`src/rtl/std_mem_d1_arbiter_if.sv`:
```
// std_mem_d1_arbiter_if
//   Bundles the requester-side go/done bus and the shared std_mem_d1 port
//   seen by std_mem_d1_arbiter.
//   slave  : arbiter view (takes requests, drives the memory port)
//   master : requester/memory view (drives requests and memory responses)
//   Signals:
//     go, write_en          per-requester request and direction
//     addr0, write_data     per-requester packed address / write word
//     read_data, done       per-requester registered read result / done pulse
//     busy                  arbiter not idle
//     mem_addr0, mem_write_data, mem_write_en   to std_mem_d1
//     mem_read_data, mem_done                   from std_mem_d1
interface std_mem_d1_arbiter_if #(
    parameter int WIDTH     = 32,
    parameter int IDX_SIZE  = 4,
    parameter int NUM_PORTS = 2
);
    logic [NUM_PORTS-1:0]          go;
    logic [NUM_PORTS-1:0]          write_en;
    logic [NUM_PORTS*IDX_SIZE-1:0] addr0;
    logic [NUM_PORTS*WIDTH-1:0]    write_data;
    logic [NUM_PORTS*WIDTH-1:0]    read_data;
    logic [NUM_PORTS-1:0]          done;
    logic                          busy;
    logic [IDX_SIZE-1:0]           mem_addr0;
    logic [WIDTH-1:0]              mem_write_data;
    logic                          mem_write_en;
    logic [WIDTH-1:0]              mem_read_data;
    logic                          mem_done;

    modport slave (
        input  go, write_en, addr0, write_data, mem_read_data, mem_done,
        output read_data, done, busy, mem_addr0, mem_write_data, mem_write_en
    );

    modport master (
        output go, write_en, addr0, write_data, mem_read_data, mem_done,
        input  read_data, done, busy, mem_addr0, mem_write_data, mem_write_en
    );
endinterface

```
`src/rtl/std_mem_d1_arbiter.sv`:
```
// std_mem_d1_arbiter
//   Round-robin arbiter that shares one std_mem_d1 among NUM_PORTS Calyx
//   requesters using the go/done handshake. One transaction at a time is
//   serialised onto the memory port; each requester gets its own registered
//   read_data slice and a one-cycle done pulse.
//   Ports:
//     clk    clock, all state on posedge
//     reset  synchronous reset, active-low
//     bus    std_mem_d1_arbiter_if.slave (requests, responses, memory port)
//
//   state  | meaning
//   -------+-----------------------------------------------------------
//   IDLE   | waiting; samples go and latches the round-robin winner
//   READ   | latched address on memory, read word captured at cycle end
//   WRITE  | single-cycle mem_write_en with latched address/data
//   WAIT   | waiting for mem_done of the issued write
//   DONE   | done[sel] pulsed for this cycle
module std_mem_d1_arbiter #(
    parameter int WIDTH     = 32,
    parameter int IDX_SIZE  = 4,
    parameter int NUM_PORTS = 2
) (
    input  logic                  clk,
    input  logic                  reset,
    std_mem_d1_arbiter_if.slave   bus
);
    localparam int PTR_W = (NUM_PORTS > 1) ? $clog2(NUM_PORTS) : 1;

    generate
        if (NUM_PORTS < 2 || NUM_PORTS > 8) begin : error_unsupported_bitwidth
            $fatal(1, "std_mem_d1_arbiter: NUM_PORTS must be 2..8");
        end
    endgenerate

    typedef enum logic [2:0] {
        S_IDLE,
        S_READ,
        S_WRITE,
        S_WAIT,
        S_DONE
    } state_t;

    state_t                     state_q, state_d;
    logic [PTR_W-1:0]           rr_q;
    logic [PTR_W-1:0]           sel_q;
    logic [IDX_SIZE-1:0]        addr_q;
    logic [WIDTH-1:0]           data_q;
    logic [NUM_PORTS*WIDTH-1:0] read_data_q;

    logic                       found;
    logic [PTR_W-1:0]           winner;
    logic [NUM_PORTS-1:0]       done_d;

    // First requester at or above the rr pointer, wrapping around.
    always_comb begin
        found  = 1'b0;
        winner = '0;
        for (int k = 0; k < NUM_PORTS; k++) begin
            automatic int idx = (int'(rr_q) + k) % NUM_PORTS;
            if (!found && bus.go[idx]) begin
                found  = 1'b1;
                winner = PTR_W'(idx);
            end
        end
    end

    always_comb begin
        state_d = state_q;
        case (state_q)
            S_IDLE:  if (found) state_d = bus.write_en[winner] ? S_WRITE : S_READ;
            S_READ:  state_d = S_DONE;
            S_WRITE: state_d = S_WAIT;
            S_WAIT:  if (bus.mem_done) state_d = S_DONE;
            S_DONE:  state_d = S_IDLE;
            default: state_d = S_IDLE;
        endcase
    end

    always_ff @(posedge clk) begin
        if (!reset) begin
            state_q     <= S_IDLE;
            rr_q        <= '0;
            sel_q       <= '0;
            addr_q      <= '0;
            data_q      <= '0;
            read_data_q <= '0;
        end else begin
            state_q <= state_d;
            if (state_q == S_IDLE && found) begin
                sel_q  <= winner;
                addr_q <= bus.addr0[winner*IDX_SIZE +: IDX_SIZE];
                data_q <= bus.write_data[winner*WIDTH +: WIDTH];
                rr_q   <= PTR_W'((int'(winner) + 1) % NUM_PORTS);
            end
            if (state_q == S_READ) begin
                read_data_q[sel_q*WIDTH +: WIDTH] <= bus.mem_read_data;
            end
        end
    end

    always_comb begin
        done_d = '0;
        if (state_q == S_DONE) done_d[sel_q] = 1'b1;
    end

    // Latched address/data stay on the memory port between transactions too;
    // only mem_write_en qualifies them.
    assign bus.done           = done_d;
    assign bus.read_data      = read_data_q;
    assign bus.busy           = (state_q != S_IDLE);
    assign bus.mem_addr0      = addr_q;
    assign bus.mem_write_data = data_q;
    assign bus.mem_write_en   = (state_q == S_WRITE);
endmodule

```
`src/flat_wrapper.sv`:
```
// flat-port wrapper written by rule: the top's interface ports become plain ports
module std_mem_d1_arbiter_flat 
#(
    parameter int WIDTH     = 32,
    parameter int IDX_SIZE  = 4,
    parameter int NUM_PORTS = 2
)
  (clk, reset, bus_go, bus_write_en, bus_addr0, bus_write_data, bus_mem_read_data, bus_mem_done, bus_read_data, bus_done, bus_busy, bus_mem_addr0, bus_mem_write_data, bus_mem_write_en);
  std_mem_d1_arbiter_if #(.WIDTH(WIDTH), .IDX_SIZE(IDX_SIZE), .NUM_PORTS(NUM_PORTS)) bus_i ();
  input  logic clk;
  input  logic reset;
  input wire logic [$bits(bus_i.go)-1:0] bus_go;
  input wire logic [$bits(bus_i.write_en)-1:0] bus_write_en;
  input wire logic [$bits(bus_i.addr0)-1:0] bus_addr0;
  input wire logic [$bits(bus_i.write_data)-1:0] bus_write_data;
  input wire logic [$bits(bus_i.mem_read_data)-1:0] bus_mem_read_data;
  input wire logic [$bits(bus_i.mem_done)-1:0] bus_mem_done;
  output wire logic [$bits(bus_i.read_data)-1:0] bus_read_data;
  output wire logic [$bits(bus_i.done)-1:0] bus_done;
  output wire logic [$bits(bus_i.busy)-1:0] bus_busy;
  output wire logic [$bits(bus_i.mem_addr0)-1:0] bus_mem_addr0;
  output wire logic [$bits(bus_i.mem_write_data)-1:0] bus_mem_write_data;
  output wire logic [$bits(bus_i.mem_write_en)-1:0] bus_mem_write_en;
  assign bus_i.go = bus_go;
  assign bus_i.write_en = bus_write_en;
  assign bus_i.addr0 = bus_addr0;
  assign bus_i.write_data = bus_write_data;
  assign bus_i.mem_read_data = bus_mem_read_data;
  assign bus_i.mem_done = bus_mem_done;
  assign bus_read_data = bus_i.read_data;
  assign bus_done = bus_i.done;
  assign bus_busy = bus_i.busy;
  assign bus_mem_addr0 = bus_i.mem_addr0;
  assign bus_mem_write_data = bus_i.mem_write_data;
  assign bus_mem_write_en = bus_i.mem_write_en;
  std_mem_d1_arbiter #(.WIDTH(WIDTH), .IDX_SIZE(IDX_SIZE), .NUM_PORTS(NUM_PORTS)) u_core (.clk(clk), .reset(reset), .bus(bus_i));
endmodule
```
`config.mk`:
```
export PLATFORM = sky130hd
export DESIGN_NAME = std_mem_d1_arbiter_flat
export DESIGN_NICKNAME = d
export VERILOG_FILES = /design/src/rtl/std_mem_d1_arbiter_if.sv /design/src/rtl/std_mem_d1_arbiter.sv /design/src/flat_wrapper.sv
export SDC_FILE = /design/constraint.sdc
export NUM_CORES = 1
export LEC_CHECK = 0
export ABC_CLOCK_PERIOD_IN_PS = 1440
export CAP_MARGIN = 15
export CORE_ASPECT_RATIO = 2
export CORE_UTILIZATION = 35
export DETAILED_ROUTE_END_ITERATION = 12
export PLACE_DENSITY = 0.77
export SYNTH_ARGS = -nofsm -noshare
export SYNTH_HDL_FRONTEND = slang
export SYNTH_SLANG_ARGS = --single-unit
```
`constraint.sdc`:
```
create_clock -name clk -period 1.44 [get_ports clk]
set_input_delay 0.288 -clock clk [delete_from_list [all_inputs] [get_ports clk]]
set_output_delay 0.288 -clock clk [all_outputs]
set_load 0.01 [all_outputs]
```
-- After elaboration in Yosys (flattened, before gate mapping)
Index checks and enable logic that the tools add are counted.
- bits in registers: 105
- bits of input ports: 111
- output and inout port bits: 104
- logic and storage cells: 51
- add/sub/neg operators: 3
- order comparisons: 5
- equality and inequality tests: 6
- shifts and indexed selects: 4
- mux-type cells: 19
- bitwise operators: 1
- reduce and logical (&&, ||, !) cells: 7
- operators with widths (kind ; count):
    64-bit bitwise mux ; 1
    32-bit by 34-bit variable shift with 64-bit output, first input constant ; 1
    32-bit by 34-bit indexed part select with 64-bit output ; 1
    64-bit by 7-bit indexed part select with 32-bit output ; 1
    6-bit negator with 34-bit output ; 1
    1-bit 2-to-1 mux ; 12
    3-bit one-hot mux with 4 select lines ; 1
    8-bit by 4-bit indexed part select with 4-bit output ; 1
    3-bit by 2-bit == test with 1-bit output, second input constant ; 2
    1-bit by 2-bit < comparator with 1-bit output, second input constant ; 3
    3-bit 2-to-1 mux ; 2
    2-bit 2-to-1 mux ; 2
    3-bit by 1-bit == test with 1-bit output, second input constant ; 1
    3-bit == test, second input constant ; 1
    1-bit logical AND ; 3
    3-bit logical NOT ; 1
    2-bit by 3-bit < comparator with 1-bit output, second input constant ; 1
    3-bit nonzero test ; 1
    1-bit adder, second input constant ; 2
    2-bit by 1-bit inequality test with 1-bit output, second input constant ; 1
    2-bit inequality test, second input constant ; 1
    2-bit AND reduction ; 1
    1-bit AND, first input constant ; 1
    1-bit demux with 1-bit select ; 1
    other kinds (2) ; 2

-- Longest topological paths before layout
Gate-level depths: netlist of the first run.
- depth in word-level cells: 12
- depth in mapped cells: 8
- depth with buffers taken out: 5

-- Least setup slack after synthesis of the first run
Ideal clock, no wire load.
- kind: reg-to-reg
- start point: register u_core.state_q[1]
- end point: register u_core.data_q[10], in the netlist u_core.bus.mem_write_data[10]
- setup time: 128 ps
- arrival: 1283 ps
- data required time: 1312 ps
- slack: 29 ps
- cell stages (with the launch flop): 9
- buffers on the path: 3
- period minus slack after synthesis: 1411 ps
- cells stage by stage: dfxtp_1 -> buf_2 -> nor3_2 -> inv_2 -> o21a_1 -> buf_6 -> buf_6 -> nand2_1 -> o21ai_0
- word-level cells in the longest chain between the ends: 2
- ends and longest elaborated chain (item ; line ; source):
    start, declared ; std_mem_d1_arbiter.sv:43 ; state_t state_q, state_d;
    start signal, assigned ; std_mem_d1_arbiter.sv:88 ; state_q <= state_d;
    3-bit logical NOT ; std_mem_d1_arbiter.sv:89 ; if (state_q == S_IDLE && found) begin
    1-bit logical AND ; std_mem_d1_arbiter.sv:89 ;
    end signal, assigned ; std_mem_d1_arbiter.sv:92 ; data_q <= bus.write_data[winner*WIDTH +: WIDTH];
    end, declared ; std_mem_d1_arbiter.sv:47 ; logic [WIDTH-1:0] data_q;
No other way between the ends.
A chain may end at the register's enable or synchronous reset.

-- Final worst setup path of the first run
- start point: register u_core.state_q[0]
- end point: output port bus_done[0]
- word-level cells in the longest chain between the ends: 2
- ends and longest elaborated chain (item ; line ; source):
    3-bit == test ; std_mem_d1_arbiter.sv:103 ; if (state_q == S_DONE) done_d[sel_q] = 1'b1;
    2-bit 2-to-1 mux ; std_mem_d1_arbiter.sv:103 ;
    end, declared ; flat_wrapper.sv:19 ; output wire logic [$bits(bus_i.done)-1:0] bus_done;
No other way between the ends.

==> implementation parameters, run 1 <==
Parameter                              Value

Clocking
  Clock tree from TritonCTS ... built
  Buffer depth of the longest clock path ... 2
  Number of buffers inserted during clock tree synthesis ... 9
  Master cell of the clock root buffer ... sky130_fd_sc_hd__clkbuf_16
  H-tree levels ... 3
  Clock slew at the register clock pins of the worst setup and hold paths ... 0.07 ns
  Insertion delay of the later-clocked pin in the worst-skew pair ... 0.34 ns
  Total number of clock tree sinks ... 105
  # hold bufs at CTS ... 0

Critical path
  Critical-path cell list ... buf_6 -> nor4b_4 -> buf_2
  Largest incremental delay on the critical path ... 0.38 ns
  Number of cells traversed by the worst register-to-register path ... 6
  Terminus of the critical flop-to-flop path ... u_core.bus.read_data[37]
  Category of the critical setup timing path ... reg2out
  Data required time of the worst path ... 1.15 ns
  Crit-path max FO ... 5
  Kind of start point of the critical path ... flip-flop
  Total buffers and inverters traversed by the critical path ... 2
  CP max-delay cell ... sky130_fd_sc_hd__dfxtp_4
  Cell class contributing the biggest share of worst-path delay ... flip-flops
  Beginning of the worst register-to-register path ... u_core.state_q[0]
  WP data arrival ... 1.22 ns
  Nature of the critical path endpoint ... primary output
  Setup slack, reg-to-reg ... -0.05 ns

Yosys
  Leading cell types by count after synthesis ... sky130_fd_sc_hd__nand2_1, sky130_fd_sc_hd__dfxtp_1, sky130_fd_sc_hd__a21boi_1
  Predominant post-synthesis flop cell ... sky130_fd_sc_hd__dfxtp_1
  Net Count, Synth ... 584
  Synthesized area per cell ... 8.60 um2
  Gate count of the mapped netlist ... 473
  Combined area of all synthesized cells ... 4070 um2
  Cell with the most instances after synthesis ... sky130_fd_sc_hd__nand2_1
  Synth Warn # ... 0
  Share of synthesized registers carrying an async set or reset ... 0%
  Top cell type by total area after synthesis ... sky130_fd_sc_hd__dfxtp_1
  Portion of synthesized cell area occupied by the leading cell type ... 51.6%
  Sequential area share after synthesis ... 51.6%
  Count of unique library cells instantiated by Yosys ... 29
  Register bit count reported by yosys ... 105
  Top area cells in the synthesized netlist ... sky130_fd_sc_hd__dfxtp_1, sky130_fd_sc_hd__nand2_1, sky130_fd_sc_hd__a21boi_1, sky130_fd_sc_hd__a22oi_1, sky130_fd_sc_hd__o21ai_1
  Number of synthesized flops with an enable pin ... 0

Place
  Post-placement worst setup slack ... -0.243 ns
  Instance area at placement ... 6460 um2
  Final weighted congestion in routability-driven placement ... 0.746
  Estimated wirelength of the detail-placed design ... 9.43 mm
  Number of I/O port buffers ... 214

STA
  Final setup violation count ... 24
  Worst rel slew slack ... 74.3%
  Time the final worst path needs with I/O delays and setup ... 1.51 ns
  Final Skew ... 0.00919 ns
  Total count of hold-check failures in the final report ... 0
  Final worst hold slack ... 0.286 ns
  Transition at the pin with the smallest max-transition slack ... 0.386 ns
  Max frequency ... 663 MHz
  Post-route clock period utilization ... 105%
  Final WS setup ... -0.0675 ns
  Max-slew violations ... 0
  Setup repair after global routing missed its margin ... true

Floorplanning
  Std-Cell Rows ... 55
  Std-Cell Core Area ... 11300 um2
  Initial core utilization ... 36.1%
  Die Span X ... 78.3 um
  Die Span Y ... 155 um
  Number of primary I/O pins ... 215
  Total Die Area ... 12100 um2

Finish
  Final Core Density ... 62.8%
  Final Net Count ... 807
  Fraction of layout cells with a size suffix above 1 ... 16.5%
  P&R area growth vs syn ... 74.2%
  Count of inserted antenna diode cells ... 0
  Layout Cell Area excl Fill ... 7090 um2

Hold path
  Origin of the worst min-delay path ... reset
  Hold path endpoint ... u_core.sel_q
  HP Class ... in2reg
  Number of cells on the worst hold path ... 2

GRT
  Met2 global-route usage ... 44.0%
  Residual overflow from global routing ... 0
  Via count of the first global-routing pass ... 4298
  Number of antenna violations at the first check in global routing ... 0
  Global-route layer with the greatest usage ... met2
  Largest net degree at the start of global routing ... 48
  Global Route met1 Usage ... 20.2%
  Wire length of the first global-routing pass ... 20.5 mm
  Total track usage ... 21.6%
  Grt met3 use ... 4.66%

Detailed routing
  Number of detailed-routing iterations run before antenna repair ... 4
  Via count ... 4196
  DRC errors left ... 0
  Ratio of routed vias to standard cells ... 4.98
  Detailed router's first-iteration violation count ... 154
  Final antenna-violating net count ... 0
  Final routed wire length divided by cell count ... 15.9 um
  Total wire length ... 13.4 mm

Outcome
  Result of the run ... finished, violations left
  Violations in the final reports ... setup timing

Power and ir drop
  Power after layout ... 8.01 mW
  Peak supply drop ... 0.602 mV
  Lkg Pwr ... 3.00 nW
  Areal power density over the cells ... 1130 nW/um2

Flow run
  Max_cap viols ... 0
[cell families after synthesis]
kind of cell | Yosys count | synth area share [%]
AND/OR/NAND/NOR | 184 | 18.6
AO/OA/AOI/OAI | 143 | 24.1
flip-flops | 105 | 51.6
buffers and inverters | 40 | 5.44
multiplexers | 1 | 0.246
[worst reg2reg max path: cells and delay by family (launching register included)]
| kind | cells | cell delay (ns) |
|---|---|---|
| buffers and inverters | 2 | 0.32 |
| DFF | 1 | 0.41 |
| AOI/OAI and AO/OA | 1 | 0.06 |
| and+or+nand+nor | 3 | 0.60 |
[flip-flops by register name (all words and copies together), names as in the netlist]
register                   count
u_core.bus.mem_addr0           4
u_core.bus.mem_write_data     32
u_core.bus.read_data          64
u_core.rr_q                    1
u_core.sel_q                   1
u_core.state_q                 3
[metal layers]
metal / up-vias / part of all wire, %
met2: 160 / 58
met1: 1975 / 34
li1: 2039 / -
met3: 22 / 5.6
met4: 0 / 2.3
met5: - / 0
[cell type report]
class	instances	area, um2
Tap cell	142	178
Clock buffer	11	243
Clock inverter	5	63.8
Sequential cell	105	2120
Timing Repair Buffer	250	2470
Fill cell	1033	4200
Multi-Input combinational cell	328	2010
Inverter	2	7.51
[metrics by stage]
stage / setup TNS, ns / cells
CTS: -0.323 / 839
detailed placement: -10.19 / 816
floorplan: 0 / 473
global placement: -6.16 / 816
finish: -0.573 / 843
global route: -2.64 / 843
[power breakdown]
part	internal [mW]	total (mW)	switching [mW]
Sequential	3.22	3.42	0.203
Clock	1.41	2.46	1.05
Combinational	1.12	2.13	1.01
[repair_timing]
action	in CTS	in global routing
setup buffers	6	3
setup endpoints to repair	167	67
pin swaps	4	41
gates resized for setup	130	79
cloned	2	4
hold endpoints to repair	0	0
[cell usage in the layout, fill, tap and decap left out, types with 2 or more instances in the layout]
cell type,instances
sky130_fd_sc_hd__buf_4,16
sky130_fd_sc_hd__dfxtp_1,101
sky130_fd_sc_hd__nor2_1,2
sky130_fd_sc_hd__clkbuf_16,12
sky130_fd_sc_hd__clkdlybuf4s50_1,109
sky130_fd_sc_hd__dlygate4sd2_1,100
sky130_fd_sc_hd__nor3_4,2
sky130_fd_sc_hd__a21boi_2,15
sky130_fd_sc_hd__buf_2,4
sky130_fd_sc_hd__clkinv_4,2
sky130_fd_sc_hd__dfxtp_4,4
sky130_fd_sc_hd__nand2_4,14
sky130_fd_sc_hd__buf_8,3
sky130_fd_sc_hd__buf_12,7
sky130_fd_sc_hd__buf_6,6
sky130_fd_sc_hd__o21ai_1,20
sky130_fd_sc_hd__nand2_2,16
sky130_fd_sc_hd__nor2b_1,2
sky130_fd_sc_hd__nand2_1,138
sky130_fd_sc_hd__a21boi_1,50
sky130_fd_sc_hd__a22oi_1,37
sky130_fd_sc_hd__o21ai_0,17
[worst max-delay path by stage]
stage                      start                            end  slack, ns  cells past startpoint
2_1_floorplan  u_core.state_q[1]  u_core.bus.mem_write_data[10]       0.03                      8
3_3_place_gp           bus_go[1]   u_core.bus.mem_write_data[8]      -0.18                      6
3_5_place_dp           bus_go[1]   u_core.bus.mem_write_data[3]      -0.24                      6
4_1_cts        u_core.state_q[1]                       bus_busy      -0.15                      3
5_1_grt        u_core.state_q[0]                    bus_done[0]      -0.12                      3
6_report       u_core.state_q[0]                    bus_done[0]      -0.07                      3
No activity file was read; power rests on OpenSTA's default activity.
==> run 2: changes to the inputs <==
- ABC_CLOCK_PERIOD_IN_PS: 1440 -> 1800
- CORE_UTILIZATION: 35 -> 42
- PLACE_DENSITY: 0.77 -> 0.86
- clock period: 1.44 -> 1.8 ns (I/O delays scaled with it)
==> run 2 against run 1 <==
The flow now finishes without violations. Final cell count fell by 7.4%. Largest cell class unchanged. Core utilization increased by 7.4 points. Clock-buffer cell count decreased by 1. First-iteration DRC count decreased by 1.3%. Combinational power shrank 23%. Sequential cell count unchanged. Total power shrank 21%. Clock power down 19%. Hold slack improved by 0.16 ns. Routed wire length shrank 7.8%. Via count is 1.5% lower. Global-route usage grew 3.0 points.
==> implementation parameters, run 2 (synthesis gave the netlist of run 1 again) <==
Parameter                              Value

Clocking
  Master cell of the clock root buffer ... sky130_fd_sc_hd__clkbuf_16 (unchanged)
  Number of buffers inserted to repair setup after CTS ... 0 (was 6)
  Clock tree from TritonCTS ... built (unchanged)
  Buffer depth of the longest clock path ... 2 (unchanged)
  H-tree levels ... 3 (unchanged)
  Clock slew at the register clock pins of the worst setup and hold paths ... 0.06 ns (was 0.07 ns)
  Insertion delay of the later-clocked pin in the worst-skew pair ... 0.33 ns (was 0.34 ns)
  Total number of clock tree sinks ... 105 (unchanged)
  Number of buffers inserted during clock tree synthesis ... 9 (unchanged)
  # hold bufs at CTS ... 0 (unchanged)

STA
  Final setup violation count ... 0 (was 24)
  Total count of hold-check failures in the final report ... 0 (unchanged)
  Final WS setup ... 0.0441 ns (was -0.0675 ns)
  Setup TNS Final ... 0 ns (was -0.573 ns)
  Post-route clock period utilization ... 97.5%
  Transition at the pin with the smallest max-transition slack ... 0.368 ns (was 0.386 ns)
  Final Skew ... 0.00560 ns (was 0.00919 ns)
  Worst rel slew slack ... 75.5% (was 74.3%)
  Max-slew violations ... 0 (unchanged)
  Time the final worst path needs with I/O delays and setup ... 1.76 ns
  Max frequency ... 570 MHz
  Setup repair after global routing missed its margin ... true (unchanged)

Place
  Post-placement worst setup slack ... -0.0133 ns (was -0.243 ns)
  Estimated wirelength of the detail-placed design ... 9.22 mm (was 9.43 mm)
  Number of I/O port buffers ... 214 (unchanged)
  Post-placement cell count ... 767 (was 816)
  Final weighted congestion in routability-driven placement ... 0.807 (was 0.746)

Power and ir drop
  Lkg Pwr ... 2.35 nW (was 3.00 nW)
  Clk network pwr share ... 31.3% (was 30.7%)
  Switching Share ... 26.8% (was 28.3%)
  Power after layout ... 6.35 mW (was 8.01 mW)
  Peak supply drop ... 0.725 mV (was 0.602 mV)
  Design internal power ... 4.65 mW (was 5.75 mW)
  Fraction of power consumed by sequential logic ... 42.9% (was 42.7%)
  Power dissipated by switching net loads ... 1.71 mW (was 2.26 mW)
  Areal power density over the cells ... 964 nW/um2 (was 1130 nW/um2)
  Combinational Power Share ... 25.8% (was 26.6%)

GRT
  Largest net degree at the start of global routing ... 46 (was 48)
  Residual overflow from global routing ... 0 (unchanged)
  Via count of the first global-routing pass ... 4186 (was 4298)
  Total track usage ... 24.7% (was 21.6%)
  Number of antenna violations at the first check in global routing ... 0 (unchanged)
  Wire length of the first global-routing pass ... 19.3 mm (was 20.5 mm)

Hold path
  HP Class ... reg2reg (was in2reg)

Critical path
  Crit-path max FO ... 6 (was 5)
  Nature of the critical path endpoint ... primary output (unchanged)
  WP data arrival ... 1.40 ns (was 1.22 ns)
  Data required time of the worst path ... 1.44 ns (was 1.15 ns)
  Kind of start point of the critical path ... flip-flop (unchanged)
  Category of the critical setup timing path ... reg2out (unchanged)

Detailed routing
  Total wire length ... 12.4 mm (was 13.4 mm)
  Ratio of routed vias to standard cells ... 5.29 (was 4.98)
  Via count ... 4132 (was 4196)
  DRC errors left ... 0 (unchanged)
  Detailed router's first-iteration violation count ... 152 (was 154)
  Final routed wire length divided by cell count ... 15.8 um (was 15.9 um)
  Number of detailed-routing iterations run before antenna repair ... 6 (was 4)
  Final antenna-violating net count ... 0 (unchanged)

Flow run
  Max_cap viols ... 0 (unchanged)

Floorplanning
  Die Span Y ... 141 um (was 155 um)
  Initial core utilization ... 43.4% (was 36.1%)
  Total Die Area ... 10100 um2 (was 12100 um2)
  Die Span X ... 71.6 um (was 78.3 um)
  Std-Cell Core Area ... 9380 um2 (was 11300 um2)
  Number of primary I/O pins ... 215 (unchanged)
  Std-Cell Rows ... 50 (was 55)

Finish
  Highest-count cells in the layout ignoring fill and taps ... sky130_fd_sc_hd__clkdlybuf4s50_1, sky130_fd_sc_hd__nand2_1, sky130_fd_sc_hd__dfxtp_1 (was sky130_fd_sc_hd__nand2_1, sky130_fd_sc_hd__clkdlybuf4s50_1, sky130_fd_sc_hd__dfxtp_1)
  Fraction of layout cells with a size suffix above 1 ... 5.76% (was 16.5%)
  Max FFs per register ... 64 (unchanged)
  Final Core Density ... 70.2% (was 62.8%)
  P&R area growth vs syn ... 61.9% (was 74.2%)
  Non-Filler Instances ... 781 (was 843)
  Leading cell type in the layout, fill and taps excluded ... sky130_fd_sc_hd__clkdlybuf4s50_1 (was sky130_fd_sc_hd__nand2_1)
  Fill cell total of the finished layout ... 741 (was 1033)
  Final Net Count ... 785 (was 807)
  Seq. cell area ... 2100 um2 (was 2120 um2)
  Area taken by multi-input logic gates ... 1780 um2 (was 2010 um2)
  Count of inserted antenna diode cells ... 0 (unchanged)

Outcome
  Result of the run ... complete, no violations (was finished, violations left)
==> run 2: changes by cell type in the layout (fill, tap and decap cells not counted), moves of 4 or more <==
cell                              before  now
sky130_fd_sc_hd__a21boi_0              0    4
sky130_fd_sc_hd__a21boi_1             50   60
sky130_fd_sc_hd__a21boi_2             15    1
sky130_fd_sc_hd__buf_12                7    3
sky130_fd_sc_hd__buf_4                16   11
sky130_fd_sc_hd__buf_6                 6    0
sky130_fd_sc_hd__clkdlybuf4s50_1     109  209
sky130_fd_sc_hd__dfxtp_4               4    0
sky130_fd_sc_hd__dlygate4sd2_1       100    4
sky130_fd_sc_hd__nand2_1             138  168
sky130_fd_sc_hd__nand2_2              16    0
sky130_fd_sc_hd__nand2_4              14    0
==> run 2: final timing paths <==
| kind | from | slack (ns) | endpoint | cells after the start |
|---|---|---|---|---|
| worst min register to register | u_core.bus.mem_write_data[12] | 0.45 | u_core.bus.mem_write_data[12] | 2 |
| worst max-delay path | u_core.state_q[1] | 0.04 | bus_busy | 4 |
| worst max register to register | u_core.state_q[1] | 0.18 | u_core.state_q[1] | 6 |
| worst min-delay path | u_core.bus.mem_write_data[12] | 0.45 | u_core.bus.mem_write_data[12] | 2 |
==> run 2: cell type report <==
class	instances	area share [%]
clock buffers	10	3.47
clock inverters	4	1.06
inverters	2	0.114
multi-input cells	328	26.9
flip-flops and latches	105	31.9
well taps	104	1.97
repair buffers	228	34.5
==> run 2: what timing repair did <==
item / in CTS / in global routing
setup endpoints to repair: 4 / 2
hold endpoints to repair: 0 / 0
gates resized for setup: 7 / 1
==> run 2: power groups by stage <==
stage	Clock, mW	Sequential, mW	Combinational [mW]
5_1_grt	2.12	2.74	1.77
6_report	1.99	2.72	1.64
4_1_cts	2.04	2.72	1.65
3_5_place_dp	0	2.77	1.65
3_3_place_gp	0	2.75	1.60
2_1_floorplan	0	2.85	0.611
==> run 2: layer usage <==
metal	GRT usage [%]	part of all wire [%]	wire, um
met5	0	0	0
met4	14.2	3.9	484
met3	7.36	7.5	929
met2	46.8	56	6910
met1	22.2	33	4020
==> run 2: worst max-delay path, stage by stage, from the launching register on <==
cell	delay [ns]
sky130_fd_sc_hd__dfxtp_2	0.35
sky130_fd_sc_hd__buf_4	0.17
sky130_fd_sc_hd__nor3_2	0.17
sky130_fd_sc_hd__inv_2	0.08
sky130_fd_sc_hd__dlygate4sd2_1	0.30
==> run 2: per-stage QoR <==
step | instance area [um2] | hold WS, ns
2_1_floorplan | 4070 | 0.439
3_3_place_gp | 6280 | 0.435
3_5_place_dp | 6280 | 0.442
4_1_cts | 6590 | 0.450
5_1_grt | 6590 | 0.471
6_report | 6590 | 0.445
==> run 3: changes to the inputs <==
--- a/config.mk
+++ b/config.mk
@@ -11,4 +11,5 @@
 export CORE_UTILIZATION = 42
 export DETAILED_ROUTE_END_ITERATION = 12
+export MAX_ROUTING_LAYER = met4
 export PLACE_DENSITY = 0.86
 export SYNTH_ARGS = -nofsm -noshare
==> constraint.sdc (replaced) <==
create_clock -name clk -period 1.8 [get_ports clk]
set_input_delay 0.54 -clock clk [delete_from_list [all_inputs] [get_ports clk]]
set_output_delay 0.54 -clock clk [all_outputs]
set_load 0.01 [all_outputs]
==> run 3 against run 2 <==
Final cell count up 0.90%. Combinational power about the same. Total power fell by 0.92%. Sequential cell count stayed put. Clock power fell by 5%. Largest cell class unchanged.
==> implementation parameters, run 3 (synthesis gave the netlist of run 1 again) <==
Parameter                              Value

GRT
  Via count of the first global-routing pass ... 4277 (was 4186)
  Largest net degree at the start of global routing ... 46 (unchanged)
  Wire length of the first global-routing pass ... 19.7 mm (was 19.3 mm)
  Total track usage ... 25.9% (was 24.7%)
  Residual overflow from global routing ... 0 (unchanged)
  Number of antenna violations at the first check in global routing ... 0 (unchanged)

Critical path
  Category of the critical setup timing path ... reg2out (unchanged)
  Critical-path cell list ... clkdlybuf4s50_1 (was buf_4 -> nor3_2 -> inv_2 -> dlygate4sd2_1)
  Launching element of the worst setup path ... u_core.bus.mem_addr0[0] (was u_core.state_q[1])
  Crit-path max FO ... 2 (was 6)
  Data required time of the worst path ... 1.26 ns (was 1.44 ns)
  Total buffers and inverters traversed by the critical path ... 1 (was 3)
  Beginning of the worst register-to-register path ... u_core.state_q[0] (was u_core.state_q[1])
  Kind of start point of the critical path ... flip-flop (unchanged)
  Setup slack, reg-to-reg ... 0.15 ns (was 0.18 ns)
  Largest incremental delay on the critical path ... 0.56 ns (was 0.35 ns)
  Nature of the critical path endpoint ... primary output (unchanged)
  WP data arrival ... 1.24 ns (was 1.40 ns)
  CP max-delay cell ... sky130_fd_sc_hd__clkdlybuf4s50_1 (was sky130_fd_sc_hd__dfxtp_2)
  Number of cells traversed by the worst register-to-register path ... 7 (was 6)
  Number of stages on the worst setup path ... 1 (was 4)
  Terminus of the critical flop-to-flop path ... u_core.bus.read_data[32] (was u_core.state_q[1])
  Cell class contributing the biggest share of worst-path delay ... buffers and inverters (unchanged)
  Destination of the critical timing path ... bus_mem_addr0[0] (was bus_busy)

STA
  Max frequency ... 562 MHz (was 570 MHz)
  Setup TNS Final ... 0 ns (unchanged)
  Total count of hold-check failures in the final report ... 0 (unchanged)
  Post-route clock period utilization ... 98.8% (was 97.5%)
  Worst rel slew slack ... 75.3% (was 75.5%)
  Transition at the pin with the smallest max-transition slack ... 0.370 ns (was 0.368 ns)
  Final setup violation count ... 0 (unchanged)
  Final worst hold slack ... 0.446 ns (was 0.445 ns)
  Time the final worst path needs with I/O delays and setup ... 1.78 ns (was 1.76 ns)
  Final Skew ... 0.00658 ns (was 0.00560 ns)
  Max-slew violations ... 0 (unchanged)

Detailed routing
  Via count ... 4206 (was 4132)
  Number of detailed-routing iterations run before antenna repair ... 5 (was 6)
  Final routed wire length divided by cell count ... 16.1 um (was 15.8 um)
  Ratio of routed vias to standard cells ... 5.34 (was 5.29)
  Total wire length ... 12.7 mm (was 12.4 mm)
  Detailed router's first-iteration violation count ... 195 (was 152)
  Final antenna-violating net count ... 0 (unchanged)
  DRC errors left ... 0 (unchanged)

Clocking
  Buffer depth of the longest clock path ... 2 (unchanged)
  Clock slew at the register clock pins of the worst setup and hold paths ... 0.07 ns (was 0.06 ns)
  H-tree levels ... 3 (unchanged)
  Number of buffers inserted during clock tree synthesis ... 9 (unchanged)
  Clock tree from TritonCTS ... built (unchanged)
  Insertion delay of the later-clocked pin in the worst-skew pair ... 0.33 ns (about the same)
  Total number of clock tree sinks ... 105 (unchanged)
  Master cell of the clock root buffer ... sky130_fd_sc_hd__clkbuf_16 (unchanged)
  # hold bufs at CTS ... 0 (unchanged)

Floorplanning
  Std-Cell Core Area ... 9380 um2 (unchanged)
  Number of primary I/O pins ... 215 (unchanged)
  Total Die Area ... 10100 um2 (unchanged)
  Initial core utilization ... 43.4% (unchanged)
  Std-Cell Rows ... 50 (unchanged)
  Die Span Y ... 141 um (unchanged)
  Die Span X ... 71.6 um (unchanged)

Place
  Number of I/O port buffers ... 214 (unchanged)
  Final weighted congestion in routability-driven placement ... 0.842 (was 0.807)
  Estimated wirelength of the detail-placed design ... 9.32 mm (was 9.22 mm)
  Instance area at placement ... 6310 um2 (was 6280 um2)

Flow run
  Max_cap viols ... 0 (unchanged)

Power and ir drop
  Lkg Pwr ... 3.05 nW (was 2.35 nW)
  Peak supply drop ... 0.632 mV (was 0.725 mV)
  Areal power density over the cells ... 936 nW/um2 (was 964 nW/um2)
  Power after layout ... 6.29 mW (was 6.35 mW)

Outcome
  Result of the run ... complete, no violations (unchanged)

Finish
  Leading cell type in the layout, fill and taps excluded ... sky130_fd_sc_hd__nand2_1 (was sky130_fd_sc_hd__clkdlybuf4s50_1)
  Highest-count cells in the layout ignoring fill and taps ... sky130_fd_sc_hd__nand2_1, sky130_fd_sc_hd__clkdlybuf4s50_1, sky130_fd_sc_hd__dfxtp_1 (was sky130_fd_sc_hd__clkdlybuf4s50_1, sky130_fd_sc_hd__nand2_1, sky130_fd_sc_hd__dfxtp_1)
  Fill cell total of the finished layout ... 730 (was 741)
  Layout Cell Area excl Fill ... 6720 um2 (was 6590 um2)
  Final Core Density ... 71.7% (was 70.2%)
  P&R area growth vs syn ... 65.2% (was 61.9%)
  Count of inserted antenna diode cells ... 0 (unchanged)
  Final Net Count ... 791 (was 785)
  Fraction of layout cells with a size suffix above 1 ... 7.60% (was 5.76%)
  Max FFs per register ... 64 (unchanged)

Hold path
  HP Class ... reg2reg (unchanged)
run 3: cell count changes in the layout (fill, tap and decap cells not counted), sizes merged:
cell / change
buf: +10
bufinv: -1
clkdlybuf4s50: -45
clkinvlp: +1
dlygate4sd2: +4
dlymetal6s2s: +37
inv: +1
run 3: routing by layer:
metal | global-route usage, % | part of all wire, % | vias to the layer above
met5 | - | 0 | -
met4 | 11.6 | 3.0 | 0
met3 | 5.08 | 5.9 | 24
met2 | 49.4 | 57 | 185
met1 | 23.9 | 34 | 1997
li1 | - | - | 2000
run 3: how the worst min path moves through the flow:
stage / from / end / slack, ns / cells past startpoint
CTS: u_core.bus.mem_write_data[25] / u_core.bus.mem_write_data[25] / 0.45 / 2
floorplan: u_core.rr_q / u_core.rr_q / 0.44 / 2
global route: u_core.bus.mem_write_data[25] / u_core.bus.mem_write_data[25] / 0.47 / 2
finish: u_core.bus.mem_write_data[25] / u_core.bus.mem_write_data[25] / 0.45 / 2
detailed placement: u_core.bus.mem_write_data[25] / u_core.bus.mem_write_data[25] / 0.44 / 2
global placement: u_core.bus.mem_write_data[13] / u_core.bus.mem_write_data[13] / 0.43 / 2
run 3: worst reg2reg max path: stages, from the launching register on:
cell,delay (ns)
sky130_fd_sc_hd__dfxtp_4,0.39
sky130_fd_sc_hd__buf_4,0.12
sky130_fd_sc_hd__buf_4,0.09
sky130_fd_sc_hd__nand2b_2,0.11
sky130_fd_sc_hd__or3b_1,0.37
sky130_fd_sc_hd__buf_4,0.26
sky130_fd_sc_hd__nand2_1,0.11
sky130_fd_sc_hd__a21boi_0,0.08
run 3: final cells by class:
class,count,area [um2],area share [%]
clock buffer,10,229,3.41
clock inverter,5,56.3,0.837
inverter,2,7.51,0.112
multi-input combinational,328,1790,26.6
sequential,105,2110,31.4
tap,104,130,1.94
timing repair buffer,234,2400,35.7
run 3: per-stage QoR:
step,setup WS (ns),instances
after CTS,0.000294,787
after detailed placement,-0.232,771
final,0.0217,788
after global routing,-0.0133,788
after floorplan,0.307,473
after global placement,-0.204,771
run 3: power by group:
group | internal, mW | leakage [nW] | switching, mW | total, mW
clock | 1.07 | 0.139 | 0.824 | 1.89
combinational | 0.886 | 2.06 | 0.784 | 1.67
sequential | 2.58 | 0.857 | 0.152 | 2.73
total | 4.53 | 3.05 | 1.76 | 6.29
run 3: timing repair:
item                       CTS  global route
buffers inserted             1             1
gates cloned                 0             0
setup endpoints to repair   12            38
pin swaps                    1             1
resized for setup           33            41
